--- src/rtl/mmuart_fifo.sv ---
// mmuart_fifo: memory-mapped UART with RX/TX FIFOs, programmable baud tick,
// 16x oversampled engines, optional parity and sticky error flags.
module mmuart_fifo #(
   parameter int FIFO_LOG2   = 4,
   parameter int DIV_W       = 16,
   parameter int DEFAULT_DIV = 53
) (
   input  logic        clock,
   input  logic        reset,
   input  logic        ce,
   input  logic        rx,
   output logic        tx,
   input  logic [1:0]  addr,
   input  logic        write,
   input  logic        read,
   input  logic [31:0] wdata,
   output logic [31:0] rdata,
   output logic        irq
);
   localparam int DEPTH = 2 ** FIFO_LOG2;
   typedef logic [FIFO_LOG2:0]   cnt_t;
   typedef logic [FIFO_LOG2-1:0] ptr_t;
   typedef logic [DIV_W-1:0]     div_t;
   localparam cnt_t FULL = cnt_t'(DEPTH);

   typedef enum logic [2:0] {RX_IDLE, RX_START, RX_DATA, RX_PARITY, RX_STOP, RX_BREAK} rx_state_t;
   typedef enum logic [2:0] {TX_IDLE, TX_START, TX_DATA, TX_PARITY, TX_STOP} tx_state_t;

   div_t       div_reg, div_cnt;
   logic [3:0] ctrl;
   logic       tick;
   logic       bus_rd, bus_wr, cpu_pop, cpu_push;
   logic       overrun, frame_err, parity_err;
   logic       ov_set, fe_set, pe_set;
   logic [2:0] flag_clr;

   logic [7:0] rx_mem [DEPTH];
   ptr_t       rx_wp, rx_rp;
   cnt_t       rx_count;
   logic       rx_wr;
   logic [7:0] rx_wr_data;

   logic [7:0] tx_mem [DEPTH];
   ptr_t       tx_wp, tx_rp;
   cnt_t       tx_count;
   logic       tx_pop;

   rx_state_t  rx_state;
   logic       rx_s1, rx_s2, rx_prev;
   logic [3:0] rbcnt;
   logic [2:0] rbit;
   logic [7:0] rsh;
   logic       rpe, rpo, rpar;

   tx_state_t  tx_state;
   logic [3:0] tbcnt;
   logic [2:0] tbit;
   logic [7:0] tsh;
   logic       tpe, tpo;

   logic       tx_idle;
   logic [31:0] status;
   logic       unused_wdata;

   assign unused_wdata = ^wdata[31:DIV_W];

   assign tick     = (div_cnt == div_reg);
   assign bus_rd   = ce & read;
   assign bus_wr   = ce & write & ~read;
   assign cpu_pop  = bus_rd && (addr == 2'd0) && (rx_count != '0);
   assign cpu_push = bus_wr && (addr == 2'd0) && (tx_count != FULL);
   assign flag_clr = (bus_wr && addr == 2'd1) ? wdata[5:3] : 3'b000;
   assign tx_idle  = (tx_count == '0) && (tx_state == TX_IDLE);
   // A pop happens on a tick from IDLE, or at the end of a stop bit so frames run back-to-back.
   assign tx_pop   = tick && (tx_count != '0) &&
                     ((tx_state == TX_IDLE) || (tx_state == TX_STOP && tbcnt == 4'd15));
   assign status   = {8'b0, 8'(tx_count), 8'(rx_count), 2'b0, parity_err, frame_err, overrun,
                      tx_idle, (tx_count != FULL), (rx_count != '0)};

   // Control registers and the baud tick divider.
   always_ff @(posedge clock) begin
      if (reset) begin
         div_reg <= div_t'(DEFAULT_DIV);
         div_cnt <= '0;
         ctrl    <= '0;
      end else begin
         if (bus_wr && addr == 2'd2) ctrl <= wdata[3:0];
         if (bus_wr && addr == 2'd3) begin
            div_reg <= wdata[DIV_W-1:0];
            div_cnt <= '0;
         end else if (tick) begin
            div_cnt <= '0;
         end else begin
            div_cnt <= div_cnt + div_t'(1);
         end
      end
   end

   // FIFO storage (no reset needed; validity comes from the counts).
   always_ff @(posedge clock) begin
      if (rx_wr) rx_mem[rx_wp] <= rx_wr_data;
      if (cpu_push) tx_mem[tx_wp] <= wdata[7:0];
   end

   // FIFO pointers and occupancy counts.
   always_ff @(posedge clock) begin
      if (reset) begin
         rx_wp <= '0; rx_rp <= '0; rx_count <= '0;
         tx_wp <= '0; tx_rp <= '0; tx_count <= '0;
      end else begin
         if (rx_wr)    rx_wp <= rx_wp + ptr_t'(1);
         if (cpu_pop)  rx_rp <= rx_rp + ptr_t'(1);
         rx_count <= rx_count + cnt_t'(rx_wr) - cnt_t'(cpu_pop);
         if (cpu_push) tx_wp <= tx_wp + ptr_t'(1);
         if (tx_pop)   tx_rp <= tx_rp + ptr_t'(1);
         tx_count <= tx_count + cnt_t'(cpu_push) - cnt_t'(tx_pop);
      end
   end

   // Registered read data, sticky flags and interrupt.
   always_ff @(posedge clock) begin
      if (reset) begin
         rdata      <= '0;
         overrun    <= 1'b0;
         frame_err  <= 1'b0;
         parity_err <= 1'b0;
         irq        <= 1'b0;
      end else begin
         if (bus_rd) begin
            case (addr)
               2'd0:    rdata <= (rx_count != '0) ? {24'b0, rx_mem[rx_rp]} : '0;
               2'd1:    rdata <= status;
               2'd2:    rdata <= {28'b0, ctrl};
               default: rdata <= {{(32-DIV_W){1'b0}}, div_reg};
            endcase
         end
         overrun    <= ov_set | (overrun    & ~flag_clr[0]);
         frame_err  <= fe_set | (frame_err  & ~flag_clr[1]);
         parity_err <= pe_set | (parity_err & ~flag_clr[2]);
         irq <= (ctrl[2] & (rx_count != '0)) | (ctrl[3] & tx_idle) |
                overrun | frame_err | parity_err;
      end
   end

   // RX synchroniser and receive FSM; bits sampled at oversample count 8.
   always_ff @(posedge clock) begin
      if (reset) begin
         rx_s1 <= 1'b1; rx_s2 <= 1'b1; rx_prev <= 1'b1;
         rx_state <= RX_IDLE;
         rbcnt <= '0; rbit <= '0; rsh <= '0;
         rpe <= 1'b0; rpo <= 1'b0; rpar <= 1'b0;
         rx_wr <= 1'b0; rx_wr_data <= '0;
         ov_set <= 1'b0; fe_set <= 1'b0; pe_set <= 1'b0;
      end else begin
         rx_s1   <= rx;
         rx_s2   <= rx_s1;
         rx_prev <= rx_s2;
         rx_wr   <= 1'b0;
         ov_set  <= 1'b0;
         fe_set  <= 1'b0;
         pe_set  <= 1'b0;
         case (rx_state)
            RX_IDLE: begin
               if (rx_prev && !rx_s2) begin
                  rx_state <= RX_START;
                  rbcnt    <= '0;
                  rpe      <= ctrl[0];
                  rpo      <= ctrl[1];
               end
            end
            RX_BREAK: begin
               if (rx_s2) rx_state <= RX_IDLE;
            end
            default: begin
               if (tick) begin
                  rbcnt <= rbcnt + 4'd1;
                  case (rx_state)
                     RX_START: begin
                        if (rbcnt == 4'd8 && rx_s2) begin
                           rx_state <= RX_IDLE;
                        end else if (rbcnt == 4'd15) begin
                           rx_state <= RX_DATA;
                           rbit     <= '0;
                        end
                     end
                     RX_DATA: begin
                        if (rbcnt == 4'd8) rsh <= {rx_s2, rsh[7:1]};
                        if (rbcnt == 4'd15) begin
                           if (rbit == 3'd7) rx_state <= rpe ? RX_PARITY : RX_STOP;
                           else              rbit     <= rbit + 3'd1;
                        end
                     end
                     RX_PARITY: begin
                        if (rbcnt == 4'd8)  rpar     <= rx_s2;
                        if (rbcnt == 4'd15) rx_state <= RX_STOP;
                     end
                     RX_STOP: begin
                        if (rbcnt == 4'd8) begin
                           if (!rx_s2) begin
                              fe_set   <= 1'b1;
                              rx_state <= RX_BREAK;
                           end else begin
                              rx_state <= RX_IDLE;
                              if (rpe && (rpar != (^rsh ^ rpo))) pe_set <= 1'b1;
                              else if (rx_count == FULL)          ov_set <= 1'b1;
                              else begin
                                 rx_wr      <= 1'b1;
                                 rx_wr_data <= rsh;
                              end
                           end
                        end
                     end
                     default: rx_state <= RX_IDLE;
                  endcase
               end
            end
         endcase
      end
   end

   // TX FSM; each bit lasts 16 ticks, tx is a registered output.
   always_ff @(posedge clock) begin
      if (reset) begin
         tx_state <= TX_IDLE;
         tx <= 1'b1;
         tbcnt <= '0; tbit <= '0; tsh <= '0;
         tpe <= 1'b0; tpo <= 1'b0;
      end else if (tx_pop) begin
         tsh      <= tx_mem[tx_rp];
         tpe      <= ctrl[0];
         tpo      <= ctrl[1];
         tx_state <= TX_START;
         tbcnt    <= '0;
         tx       <= 1'b0;
      end else if (tick && tx_state != TX_IDLE) begin
         if (tbcnt != 4'd15) begin
            tbcnt <= tbcnt + 4'd1;
         end else begin
            tbcnt <= '0;
            case (tx_state)
               TX_START: begin
                  tx_state <= TX_DATA;
                  tbit     <= '0;
                  tx       <= tsh[0];
               end
               TX_DATA: begin
                  if (tbit == 3'd7) begin
                     if (tpe) begin
                        tx_state <= TX_PARITY;
                        tx       <= ^tsh ^ tpo;
                     end else begin
                        tx_state <= TX_STOP;
                        tx       <= 1'b1;
                     end
                  end else begin
                     tbit <= tbit + 3'd1;
                     tx   <= tsh[3'(tbit + 3'd1)];
                  end
               end
               TX_PARITY: begin
                  tx_state <= TX_STOP;
                  tx       <= 1'b1;
               end
               default: begin
                  tx_state <= TX_IDLE;
                  tx       <= 1'b1;
               end
            endcase
         end
      end
   end
endmodule

--- config.mk ---
export PLATFORM = sky130hd
export DESIGN_NAME = mmuart_fifo
export DESIGN_NICKNAME = d
export VERILOG_FILES = /design/src/rtl/mmuart_fifo.sv
export SDC_FILE = /design/constraint.sdc
export NUM_CORES = 1
export LEC_CHECK = 0
export CAP_MARGIN = 20
export CORE_MARGIN = 2
export CORE_UTILIZATION = 35
export CTS_CLUSTER_SIZE = 30
export DETAILED_ROUTE_END_ITERATION = 10
export MAX_ROUTING_LAYER = met4
export PLACE_DENSITY = 0.54
export SETUP_SLACK_MARGIN = 0.15
export SLEW_MARGIN = 20
export SYNTH_ARGS = -nofsm -noshare
export SYNTH_HDL_FRONTEND = slang
export SYNTH_SLANG_ARGS = --single-unit
--- constraint.sdc ---
create_clock -name clock -period 2.86 [get_ports clock]
set_clock_uncertainty 0.15 [all_clocks]
set_input_delay 0.429 -clock clock [delete_from_list [all_inputs] [get_ports clock]]
set_output_delay 0.429 -clock clock [all_outputs]
set_load 0.005 [all_outputs]
==> impl_metrics.toml <==
[run_status]
run_status = "finished with violations"
violations = "negative setup slack"

[routing]
antenna_violation_net_count_after_detailed_routing = 0
route.final.wire_length_um = 37500
drc = 0
via_count = 9778
post_drt_wl_per_cell_um = 19.0
detail_route.iter0.violations = 689
post_drt_via_cell_ratio = 4.96
drt-pass1-iter-count = 5

[cells_and_area]
area.growth.synth_to_final_pct = 21.4
fin_nets = 1390
largestRegisters = "rx_mem: 128 flops, tx_mem: 128 flops, rdata: 21 flops"
layout.cells.most_common = "sky130_fd_sc_hd__edfxtp_1"
final_layout_size_suffix_gt1_share_pct = 22.7
most-common-layout-cells = "sky130_fd_sc_hd__edfxtp_1, sky130_fd_sc_hd__dfxtp_1, sky130_fd_sc_hd__nor2_1, sky130_fd_sc_hd__buf_4, sky130_fd_sc_hd__nand2_1"

[setup_path]
cpLargestDelayFamily = "simple AND/OR/NAND/NOR gates"
critical_path_peak_fanout = 2
critical-path-max-stage-delay_ns = 0.38
timing.critical_path.buf_inv = 3
crit_path_top_delay_cell = "sky130_fd_sc_hd__or3_1"
cp_data_arrival_time_ns = 3.24
worst_setup_path_end_kind = "flop"
critical_path_class = "reg2reg"
required_ns = 3.22
start_kind = "flop"
path_cells = "xor2_1 -> nor4_2 -> and4_1 -> buf_6 -> nand2_8 -> clkinv_4 -> ha_4 -> inv_2 -> ha_4 -> fa_2 -> a21oi_2 -> nor2_1 -> or3_1 -> a21oi_2"

[floorplanning]
die_width_um = 222
io_pins = 74
core.rowCount = 80
die_h_um = 222
initial_core_util_pct = 35.2
total_core_area_mm2 = 0.0474
dieArea_mm2 = 0.0495

[placed_design]
routabilityCongestion = 0.780
port-buffer-count = 46
place.detailed.hpwl_um = 24500

[timing]
rsz0062_at_grt = "yes"
hold_violations = 0
fin_setup_tns_ns = -0.0230
slew_violations = 0
max-slew-margin-rel_pct = 42.6
tightestPinTransition_ns = 0.858
period_needed_ns = 2.88
timing.final.setup_violations = 1
fin_crit_share_pct = 101
maxClockFrequency_ghz = 0.347
post-route-worst-setup-slack_ns = -0.0230

[grt]
grt-ovfl-total = 0
globalRouteTotalUtil_pct = 15.8
wire_length_of_the_first_global_routing_pass_um = 58400
first_global_vias = 9917
grt_start_max_net_pins = 70
antenna_found_initial = 1

[yosys]
async_flop_share_pct = 0
post_synth.cell_area_avg_um2 = 14.1
synth_cells = 1181
synth.cell_area_mm2 = 0.0167
ys_seq_elements = 404
synth_edf_count = 256
synth.distinct_cells = 63
synth_seq_area_share_pct = 63.8
synth_warnings = 0
synthFlopType = "sky130_fd_sc_hd__edfxtp_1"

[clock_tree]
clk_transition_reported_paths_ns = 0.06
num_cts_buffers = 45
cts-htree-levels = 2
cts_stage_hold_buffer_count = 0
buffers_from_clock_root_to_sink_at_most = 3
clkSinkCount = 404
clock_latency_at_the_later_pin_of_the_worst_skew_pair_ns = 0.59
cts_tree = "built"
clock_tree.root_cell = "sky130_fd_sc_hd__clkbuf_16"

[power_and_ir_drop]
ir_drop_mv = 0.542
power_mw = 12.9
ratio_of_total_power_to_cell_area_mw_per_mm2 = 634
power.static_leakage_nw = 6.97

[worst_hold_path]
hold_class = "in2reg"

[run]
max_cap_viol_count = 0
[logic make-up after synthesis]
kind of cell / after synthesis / share of synthesized area, %
compound gates: 112 / 4.41
xor+xnor: 67 / 3.60
fa+ha+maj: 32 / 2.49
buf+inv: 94 / 2.43
flops: 404 / 63.8
mux: 125 / 13.4
other cells: 1 / 0.0225
simple gates: 346 / 9.85
[final timing paths]
check / end / from / cells past startpoint / slack (ns)
max: tx_count[4] / div_reg[6] / 14 / -0.02
min reg2reg: parity_err / pe_set / 2 / 0.29
max reg2reg: tx_count[4] / div_reg[6] / 14 / -0.02
min: rx_wr_data[6] / reset / 2 / 0.16
[cell type report]
type	count	area, um2
clock inverter	20	293
timing repair buffer	148	1310
clock buffer	63	1220
sequential	404	10700
antenna	1	2.50
multi-input combinational	693	5900
fill	4343	27200
inverter	26	103
tap	615	769
[stage by stage]
stage	instance area (um2)	hold slack, ns	utilization (%)	std cells	worst slack, ns
floorplan	16900	0.239	-	1191	0.0468
global placement	18600	0.283	39.1	1874	-0.111
detailed placement	18600	0.280	39.1	1874	-0.110
CTS	20200	0.131	42.5	1966	0.00262
global route	20300	0.157	42.7	1970	-0.169
finish	20300	0.155	42.7	1970	-0.0230
[metal layers]
layer	vias to the layer above	part of all wire [%]	track usage [%]
met5	-	0	-
met4	0	2.4	4.98
met3	63	4.1	2.83
met2	191	47	24.7
met1	4854	47	21.1
li1	4670	-	-
[report_power, final]
part           internal (mW)  switching, mW  leakage, nW
Sequential              6.20         0.0670         3.54
Clock                   3.55           2.35        0.731
Combinational          0.332          0.359         2.70
[cells in the mapped netlist (7+ instances only)]
master	number	area share [%]
sky130_fd_sc_hd__a21oi_1	50	1.5
sky130_fd_sc_hd__a22oi_1	13	0.58
sky130_fd_sc_hd__and2_1	20	0.75
sky130_fd_sc_hd__and3_1	10	0.37
sky130_fd_sc_hd__buf_1	7	0.16
sky130_fd_sc_hd__buf_2	9	0.27
sky130_fd_sc_hd__buf_4	11	0.49
sky130_fd_sc_hd__clkbuf_1	41	0.92
sky130_fd_sc_hd__dfxtp_1	148	18
sky130_fd_sc_hd__edfxtp_1	256	46
sky130_fd_sc_hd__ha_1	30	2.2
sky130_fd_sc_hd__inv_1	26	0.58
sky130_fd_sc_hd__mux2i_1	42	2.5
sky130_fd_sc_hd__mux4_2	79	11
sky130_fd_sc_hd__nand2_1	82	1.8
sky130_fd_sc_hd__nand3_1	30	0.90
sky130_fd_sc_hd__nand4_1	9	0.34
sky130_fd_sc_hd__nor2_1	124	2.8
sky130_fd_sc_hd__nor2b_1	10	0.37
sky130_fd_sc_hd__nor3_1	17	0.51
sky130_fd_sc_hd__o21ai_0	13	0.39
sky130_fd_sc_hd__or3_1	9	0.34
sky130_fd_sc_hd__xnor2_1	25	1.3
sky130_fd_sc_hd__xor2_1	41	2.1
[what timing repair did]
item	4_1_cts	5_1_grt
pin swaps	14	13
gates resized for setup	7	18
buffers inserted	9	3
gates cloned	0	0
endpoints found under the setup margin	38	129
Power figures use the tool's default switching activity.
